**config.mk**
```make
export PLATFORM = sky130hd
export DESIGN_NAME = packet_serializer
export DESIGN_NICKNAME = d
export VERILOG_FILES = /design/src/rtl/packet_serializer_pkg.sv /design/src/rtl/packet_serializer_symbol_timer.sv /design/src/rtl/packet_serializer.sv
export SDC_FILE = /design/constraint.sdc
export NUM_CORES = 1
export LEC_CHECK = 0
export CORE_MARGIN = 2
export CORE_UTILIZATION = 54
export DETAILED_ROUTE_END_ITERATION = 12
export PLACE_DENSITY_LB_ADDON = 0.3
export SLEW_MARGIN = 15
export SYNTH_ARGS = -nofsm -noshare
export SYNTH_HDL_FRONTEND = slang
export SYNTH_HIERARCHICAL = 1
export SYNTH_SLANG_ARGS = --single-unit
```
**constraint.sdc**
```tcl
create_clock -name clk -period 4.8 [get_ports clk]
set_input_delay 1.2 -clock clk [delete_from_list [all_inputs] [get_ports clk]]
set_output_delay 1.2 -clock clk [all_outputs]
set_load 0.01 [all_outputs]
```
**src/rtl/packet_serializer_pkg.sv**
```systemverilog
// ============================================================================
// Module   : packet_serializer_pkg
// Purpose  : Shared frame geometry and serializer state encoding.
// Revision : 1.0 - initial release
// ============================================================================
`default_nettype none

package packet_serializer_pkg;

  localparam int PACKET_WIDTH    = 4;
  localparam int INDEX_WIDTH     = 2;
  localparam int PREAMBLE_LENGTH = 8;
  localparam logic [PREAMBLE_LENGTH-1:0] PREAMBLE = 8'hA5;

  // Preamble occupies the frame LSBs so it is the first thing on air.
  localparam int FRAME_BITS = PACKET_WIDTH * (8 + INDEX_WIDTH) + PREAMBLE_LENGTH;

  typedef enum logic [1:0] {
    IDLE  = 2'd0,
    SHIFT = 2'd1,
    GUARD = 2'd2
  } ser_state_t;

endpackage

`default_nettype wire

```
**src/rtl/packet_serializer_symbol_timer.sv**
```systemverilog
// ============================================================================
// Module   : packet_serializer_symbol_timer
// Purpose  : Symbol-period cycle counter; strobes on the first and last cycle.
// Revision : 1.0 - initial release
// ============================================================================
`default_nettype none

module packet_serializer_symbol_timer #(
  parameter int SYMBOL_CYCLES = 4
) (
  input  logic clk,
  input  logic reset,
  input  logic i_run,
  output logic o_strobe,
  output logic o_last
);

  localparam int c_cnt_w = $clog2(SYMBOL_CYCLES) + 1;
  localparam logic [c_cnt_w-1:0] c_last = c_cnt_w'(SYMBOL_CYCLES - 1);

  logic [c_cnt_w-1:0] r_cyc_cnt;

  // Held at zero while idle so a new run always starts on a symbol boundary.
  always_ff @(posedge clk) begin
    if (reset) begin
      r_cyc_cnt <= '0;
    end else if (!i_run || (r_cyc_cnt == c_last)) begin
      r_cyc_cnt <= '0;
    end else begin
      r_cyc_cnt <= r_cyc_cnt + 1'b1;
    end
  end

  assign o_strobe = i_run && (r_cyc_cnt == '0);
  assign o_last   = i_run && (r_cyc_cnt == c_last);

endmodule

`default_nettype wire

```
**src/rtl/packet_serializer.sv**
```systemverilog
// ============================================================================
// Module   : packet_serializer
// Purpose  : Captures a sorted frame and shifts it out LSB first, one bit per
//            symbol period. Optional trailing guard: SERIALIZER_GUARD_EN.
// Revision : 1.0 - initial release
// ============================================================================
`default_nettype none

module packet_serializer
  import packet_serializer_pkg::*;
#(
  parameter int SYMBOL_CYCLES = 4
`ifdef SERIALIZER_GUARD_EN
  ,
  parameter int GUARD_SYMBOLS = 2
`endif
) (
  input  logic                  clk,
  input  logic                  reset,
  input  logic                  i_load,
  input  logic [FRAME_BITS-1:0] i_frame_in,
  output logic                  o_bit_out,
  output logic                  o_bit_valid,
  output logic                  o_symbol_strobe,
  output logic                  o_busy,
  output logic                  o_frame_done,
  output logic [7:0]            o_dropped_count
);

  localparam int c_bit_w = $clog2(FRAME_BITS);
  localparam logic [c_bit_w-1:0] c_last_bit = c_bit_w'(FRAME_BITS - 1);

  ser_state_t            r_state;
  ser_state_t            w_next_state;
  logic [FRAME_BITS-1:0] r_shreg;
  logic [c_bit_w-1:0]    r_bit_cnt;
  logic                  r_frame_done;
  logic [7:0]            r_dropped;
  logic                  w_run;
  logic                  w_strobe;
  logic                  w_last;
  logic                  w_frame_end;
  logic                  w_done;

  assign w_run       = (r_state != IDLE);
  assign w_frame_end = (r_state == SHIFT) && w_last && (r_bit_cnt == c_last_bit);

  packet_serializer_symbol_timer #(
    .SYMBOL_CYCLES (SYMBOL_CYCLES)
  ) u_symbol_timer (
    .clk      (clk),
    .reset    (reset),
    .i_run    (w_run),
    .o_strobe (w_strobe),
    .o_last   (w_last)
  );

`ifdef SERIALIZER_GUARD_EN
  localparam int c_guard_w = $clog2(GUARD_SYMBOLS) + 1;
  localparam logic [c_guard_w-1:0] c_guard_last = c_guard_w'(GUARD_SYMBOLS - 1);

  logic [c_guard_w-1:0] r_guard_cnt;
  logic                 w_guard_end;

  assign w_guard_end = (r_state == GUARD) && w_last && (r_guard_cnt == c_guard_last);

  always_ff @(posedge clk) begin
    if (reset || (r_state != GUARD)) begin
      r_guard_cnt <= '0;
    end else if (w_last) begin
      r_guard_cnt <= w_guard_end ? '0 : r_guard_cnt + 1'b1;
    end
  end
`endif

  always_ff @(posedge clk) begin
    if (reset) begin
      r_state <= IDLE;
    end else begin
      r_state <= w_next_state;
    end
  end

  always_comb begin
    w_next_state = r_state;
    w_done       = 1'b0;
    case (r_state)
      IDLE: begin
        if (i_load) begin
          w_next_state = SHIFT;
        end
      end
      SHIFT: begin
        if (w_frame_end) begin
`ifdef SERIALIZER_GUARD_EN
          w_next_state = GUARD;
`else
          w_next_state = IDLE;
          w_done       = 1'b1;
`endif
        end
      end
`ifdef SERIALIZER_GUARD_EN
      GUARD: begin
        if (w_guard_end) begin
          w_next_state = IDLE;
          w_done       = 1'b1;
        end
      end
`endif
      default: w_next_state = IDLE;
    endcase
  end

  always_ff @(posedge clk) begin
    if (reset) begin
      r_shreg      <= '0;
      r_bit_cnt    <= '0;
      r_frame_done <= 1'b0;
      r_dropped    <= '0;
    end else begin
      r_frame_done <= w_done;
      if ((r_state == IDLE) && i_load) begin
        r_shreg   <= i_frame_in;
        r_bit_cnt <= '0;
      end else if ((r_state == SHIFT) && w_last) begin
        r_shreg   <= r_shreg >> 1;
        r_bit_cnt <= w_frame_end ? '0 : r_bit_cnt + 1'b1;
      end
      // Loads arriving mid-frame are discarded, only counted.
      if (w_run && i_load && (r_dropped != 8'hFF)) begin
        r_dropped <= r_dropped + 8'd1;
      end
    end
  end

  assign o_bit_out       = (r_state == SHIFT) && r_shreg[0];
  assign o_bit_valid     = (r_state == SHIFT);
  assign o_symbol_strobe = w_strobe;
  assign o_busy          = w_run;
  assign o_frame_done    = r_frame_done;
  assign o_dropped_count = r_dropped;

endmodule

`default_nettype wire

```
==> Yosys cells after proc, flatten, opt, wreduce, memory -nomap -nowiden <==
Cells that the tools add are included.
{ "op_classes": {"n_div": 0, "n_lt_le_gt_ge": 0, "n_eq_ne": 6, "n_mul": 0, "reduce_logical": 18, "shifts": 0, "bitwise_logic": 1, "muxes": 7, "n_addsub": 3} }
{ "op_table": {"columns": ["operator", "count"], "rows": [
  ["48-bit two-way mux", 2],
  ["8-bit by 1-bit adder with 8-bit output (second input constant)", 1],
  ["1-bit logical AND", 8],
  ["8-bit != test (second input constant)", 1],
  ["6-bit by 1-bit adder with 6-bit output (second input constant)", 1],
  ["6-bit equality test (second input constant)", 1],
  ["6-bit two-way mux", 1],
  ["2-bit OR reduction", 3],
  ["2-bit two-way mux", 2],
  ["2-bit one-hot mux with 2 select lines", 1],
  ["2-bit nonzero test", 2],
  ["3-bit by 1-bit adder with 3-bit output (second input constant)", 1],
  ["3-bit by 2-bit equality test with 1-bit output (second input constant)", 1],
  ["3-bit logical NOT", 1],
  ["2-bit by 1-bit equality test with 1-bit output (second input constant)", 1],
  ["2-bit logical NOT", 1],
  ["2-bit by 1-bit != test with 1-bit output (second input constant)", 1],
  ["2-bit != test (second input constant)", 1],
  ["2-bit AND reduction", 1],
  ["1-bit logical NOT", 1],
  ["1-bit logical OR", 1],
  ["1-bit two-way mux", 1],
  ["1-bit NOT", 1]
]} }
{ "word_totals": {"word_cells": 41, "inputBits": 51, "reg_bits": 68, "n_memories": 0, "output_inout_bits": 13, "latch_bits": 0, "ram_bits": 0, "mem_bits_ro": 0} }

==> Logic depth before layout (Yosys ltp) <==
{ "depth": {"depth_word": 6, "ltp_mapped": 9, "ltp_nobuf": 7} }

==> Hierarchy <==
Netlist, hierarchy kept.
{ "by_module_without_submodules": {"columns": ["module", "area_each_um2", "cells_per_inst", "instances", "seq_area_each_um2"], "rows": [
  ["packet_serializer", 2852.7, 357, 1, 1281.2],
  ["packet_serializer_symbol_timer", 155.1, 14, 1, 60.1]
]} }

==> Least setup slack after synthesis <==
No wires, ideal clock.
{ "synth_path": {"path_type": "input -> register", "start": "input port reset", "end": "register r_dropped[2], in the netlist o_dropped_count[2]", "setup_time_ps": 132, "required_time_ps": 4668, "arrival_time_ps": 1903, "slack_ps": 2765, "n_path_buf": 3, "cell_stages": 4, "cell_sequence": "clkbuf_1 buf_2 buf_1 nor3_1"} }
{ "synth_rtl": {"columns": ["item", "line", "source"], "rows": [
  ["start, declared", "packet_serializer.sv:19", "input logic reset,"],
  ["end signal, assigned", "packet_serializer.sv:132", "r_dropped <= r_dropped + 8'd1;"],
  ["end, declared", "packet_serializer.sv:38", "logic [7:0] r_dropped;"]
]} }
No word-level cell between the ends.

==> Worst setup path in the final report <==
{ "layout_path": {"start": "register r_state[0]", "end": "output port o_symbol_strobe"} }
{ "layout_via": {"elab_chain_len": 2} }
{ "layout_rtl": {"columns": ["item", "line", "source"], "rows": [
  ["start, declared", "packet_serializer.sv:33", "ser_state_t r_state;"],
  ["start signal, assigned", "packet_serializer.sv:80", "r_state <= w_next_state;"],
  ["2-bit nonzero test", "packet_serializer.sv:45", "assign w_run = (r_state != IDLE);"],
  ["1-bit logical AND", "packet_serializer_symbol_timer.sv:34", "assign o_strobe = i_run && (r_cyc_cnt == '0);"],
  ["end, declared", "packet_serializer.sv:24", "output logic o_symbol_strobe,"]
]} }
Every way passes these cells.

==> impl_metrics.tcl <==
set metrics [dict create \
    outcome "complete, no violations" \
    p_int_mw 1.01 \
    setup_tns_ps 0 \
    hold_path.startpoint "u_symbol_timer/r_cyc_cnt[0]" \
    syn_nets 427 \
    avgViaCountPerCell 5.53 \
    areaGrowthSynthToFinish_pct 26.7 \
    grt_max_degree 95 \
    yosysSeqAreaShare 0.446 \
    timing.rr.end "r_bit_cnt[3]" \
    dpl-instance-area_mm2 0.00357 \
    slew_headroom 0.390 \
    hp-class "register to register" \
    track_usage 0.216 \
    wl_met1_mm 3.03 \
    routed_wl_mm 6.54 \
    hold_viol 0 \
    slew_violations 0 \
    p_seq_frac 0.470 \
    routed.top_layer "met4" \
    cp_num_buf_inv 1 \
    p_leak_nw 1.35 \
    cp-start-kind "register" \
    cts-buffers-inserted 9 \
    hold_depth 1 \
    cts_sinks 67 \
    firstDrtPassIters 4 \
    sw_frac_of_total 0.223 \
    fp.dieW_um 78.6 \
    ys.flop_type "dfxtp_1" \
    cp-end-kind "output port" \
    drt_iter0_markers 215 \
    synth.cell_area_mm2 0.00301 \
    cts-root-buf "clkbuf_8" \
    final_nets 472 \
    finalCritPeriodShare 0.615 \
    p_comb_frac 0.097 \
    reg2reg_slack_ps 2530 \
    grt_pass1_wl_mm 10.6 \
    maxCapViolCount 0 \
    wire_per_inst_um 13.3 \
    post-route-min-period_ps 2950 \
    max-vdd-ir-drop_v 0.000220 \
    num-fill-cells 469 \
    async_reset_ff_frac 0 \
    synth_warnings 6 \
    drc_errors 0 \
    ys_types 39 \
    worst_pin_slew_ps 915 \
    met2_length_mm 3.07 \
    final-setup-viol-count 0 \
    critPathRequiredTime_ps 3600 \
    synth_edf_count 0 \
    antennaDiodeCount 0 \
    reg2reg_depth 5 \
    place_congestion 0.854 \
    avgSynthCellArea_um2 8.11 \
    dpl.hpwl_mm 4.03 \
    cp_top_family "flip-flops" \
    clkPwrFrac 0.433 \
    path_cells "and3b_1 -> clkdlybuf4s50_1" \
    timing.rr.start "r_state[0]" \
    num_vias 2728 \
    initial_core_util 0.553 \
    ant_nets 0 \
    final_area_mm2 0.00381 \
    synthCells 371 \
    cts_setup_buffers 0 \
    clock_latency_ps 340 \
    min_to "u_symbol_timer/r_cyc_cnt[0]" \
    slowest_delay_ps 650 \
    cp_slowest_cell "dfxtp_1" \
    num_io_pins 64 \
    cts_resized 0 \
    hold_buffers 0 \
    critPathKind "register to output port" \
    fp-row-count 27 \
    clock_skew_ps 4.51 \
    arrival_ps 1750 \
    grt_pass1_vias 2468 \
    grt-ovfl-total 0 \
    tritoncts "done" \
    layout-drive-gt1-share 0.0641 \
    dr_wl_met3_um 252 \
    path_max_fanout 18 \
    antenna_found_initial 0 \
    p_sw_mw 0.289 \
    power_density_mw_per_mm2 340 \
    die_height_um 78.6 \
    io_buffers 63 \
    ys_seq_elements 67 \
    core_area_mm2 0.00544 \
    cts_max_path_buffers 2 \
    htreeDepth 3 \
    rsz0062_at_grt "false" \
    cts.clk_slew.worst_paths_ps 70 \
    max_freq_mhz 339 \
    die_area_mm2 0.00618 \
]
-- cells by family (layout without fill, tap and decap cells) --
kind of cell | count (synthesis) | after routing | share of synthesized area
adder cells (fa/ha/maj) | 5 | 5 | 0.0208
AND/OR/NAND/NOR | 192 | 192 | 0.280
multiplexers | 2 | 2 | 0.00666
AO/OA/AOI/OAI | 66 | 66 | 0.174
flip-flops | 67 | 67 | 0.446
XOR/XNOR | 3 | 3 | 0.00874
buffers and inverters | 36 | 86 | 0.0641
-- layer usage --
metal / vias to the layer above / global-route usage
li1: 1386 / -
met1: 1264 / 0.259
met2: 60 / 0.360
met3: 18 / 0.0414
met4: 0 / 0.123
met5: - / 0
-- Yosys cell counts, types with 5 or more instances --
cell,number,area (um^2)
nand2_1,101,379
dfxtp_1,67,1340
nor2_1,55,206
a311oi_1,45,394
buf_2,19,95.1
a21oi_1,10,50.1
nor3_1,8,40.0
clkbuf_1,5,18.8
ha_1,5,62.6
inv_1,5,18.8
nand3_1,5,25.0
-- flip-flops by register name, indices dropped and copies added (netlist names) --
| signal | flops |
|---|---|
| r_shreg | 48 |
| o_frame_done | 1 |
| o_dropped_count | 8 |
| u_symbol_timer/r_cyc_cnt | 3 |
| r_state | 1 |
| r_bit_cnt | 6 |
-- layout by cell type, fill, tap and decap left out, drive strengths merged, types with 2 or more instances in the layout --
cell	n
mux2i	2
clkbuf	13
nand4	5
a31oi	2
ha	5
bufinv	2
nand2b	3
a311oi	45
nand3	5
nand2	101
nor4b	2
dfxtp	67
buf	3
o21ai	3
clkdlybuf4s50	62
xor2	3
nor3	9
nor2	55
a21oi	10
inv	5
a211oi	2
and2	4
a22oi	2
-- cell type report --
cell class / count / area, um^2 / share of cell area
Tap cell: 72 / 90.1 / 0.0236
Multi-Input combinational cell: 268 / 1480 / 0.387
Inverter: 5 / 18.8 / 0.00492
Clock buffer: 13 / 179 / 0.0469
Clock inverter: 3 / 67.6 / 0.0177
Sequential cell: 67 / 1340 / 0.352
Timing Repair Buffer: 65 / 641 / 0.168
-- metrics by stage --
step | total power, mW | utilization | worst slack [ps] | cells | hold slack, ps
2_1_floorplan | 0.690 | - | 2770 | 371 | 425
3_3_place_gp | 0.743 | 0.656 | 1700 | 477 | 446
3_5_place_dp | 0.747 | 0.656 | 1620 | 477 | 445
4_1_cts | 1.31 | 0.701 | 1830 | 493 | 461
5_1_grt | 1.34 | 0.701 | 1730 | 493 | 493
6_report | 1.30 | 0.701 | 1850 | 493 | 459
-- how the worst max path moves through the flow --
stage                    start  cells after the start                 end
global placement        i_load                      4        r_bit_cnt[3]
global route        r_state[0]                      2     o_symbol_strobe
CTS                 r_state[0]                      2     o_symbol_strobe
detailed placement      i_load                      4        r_bit_cnt[3]
finish              r_state[0]                      2     o_symbol_strobe
floorplan                reset                      4  o_dropped_count[2]
-- power by group through the flow --
stage,Sequential [mW],Combinational [mW],Clock [mW]
2_1_floorplan,0.616,0.0738,0
3_3_place_gp,0.620,0.123,0
3_5_place_dp,0.621,0.126,0
4_1_cts,0.609,0.127,0.570
5_1_grt,0.613,0.140,0.590
6_report,0.609,0.126,0.562
-- worst register-to-register path: stages, from the launching register on --
cell and delay [ps]:
dfxtp_1 650, and2_2 280, and2_2 730, nand4_1 200, xor2_1 190, nor3_2 150
No activity file was read; power rests on OpenSTA's default activity.
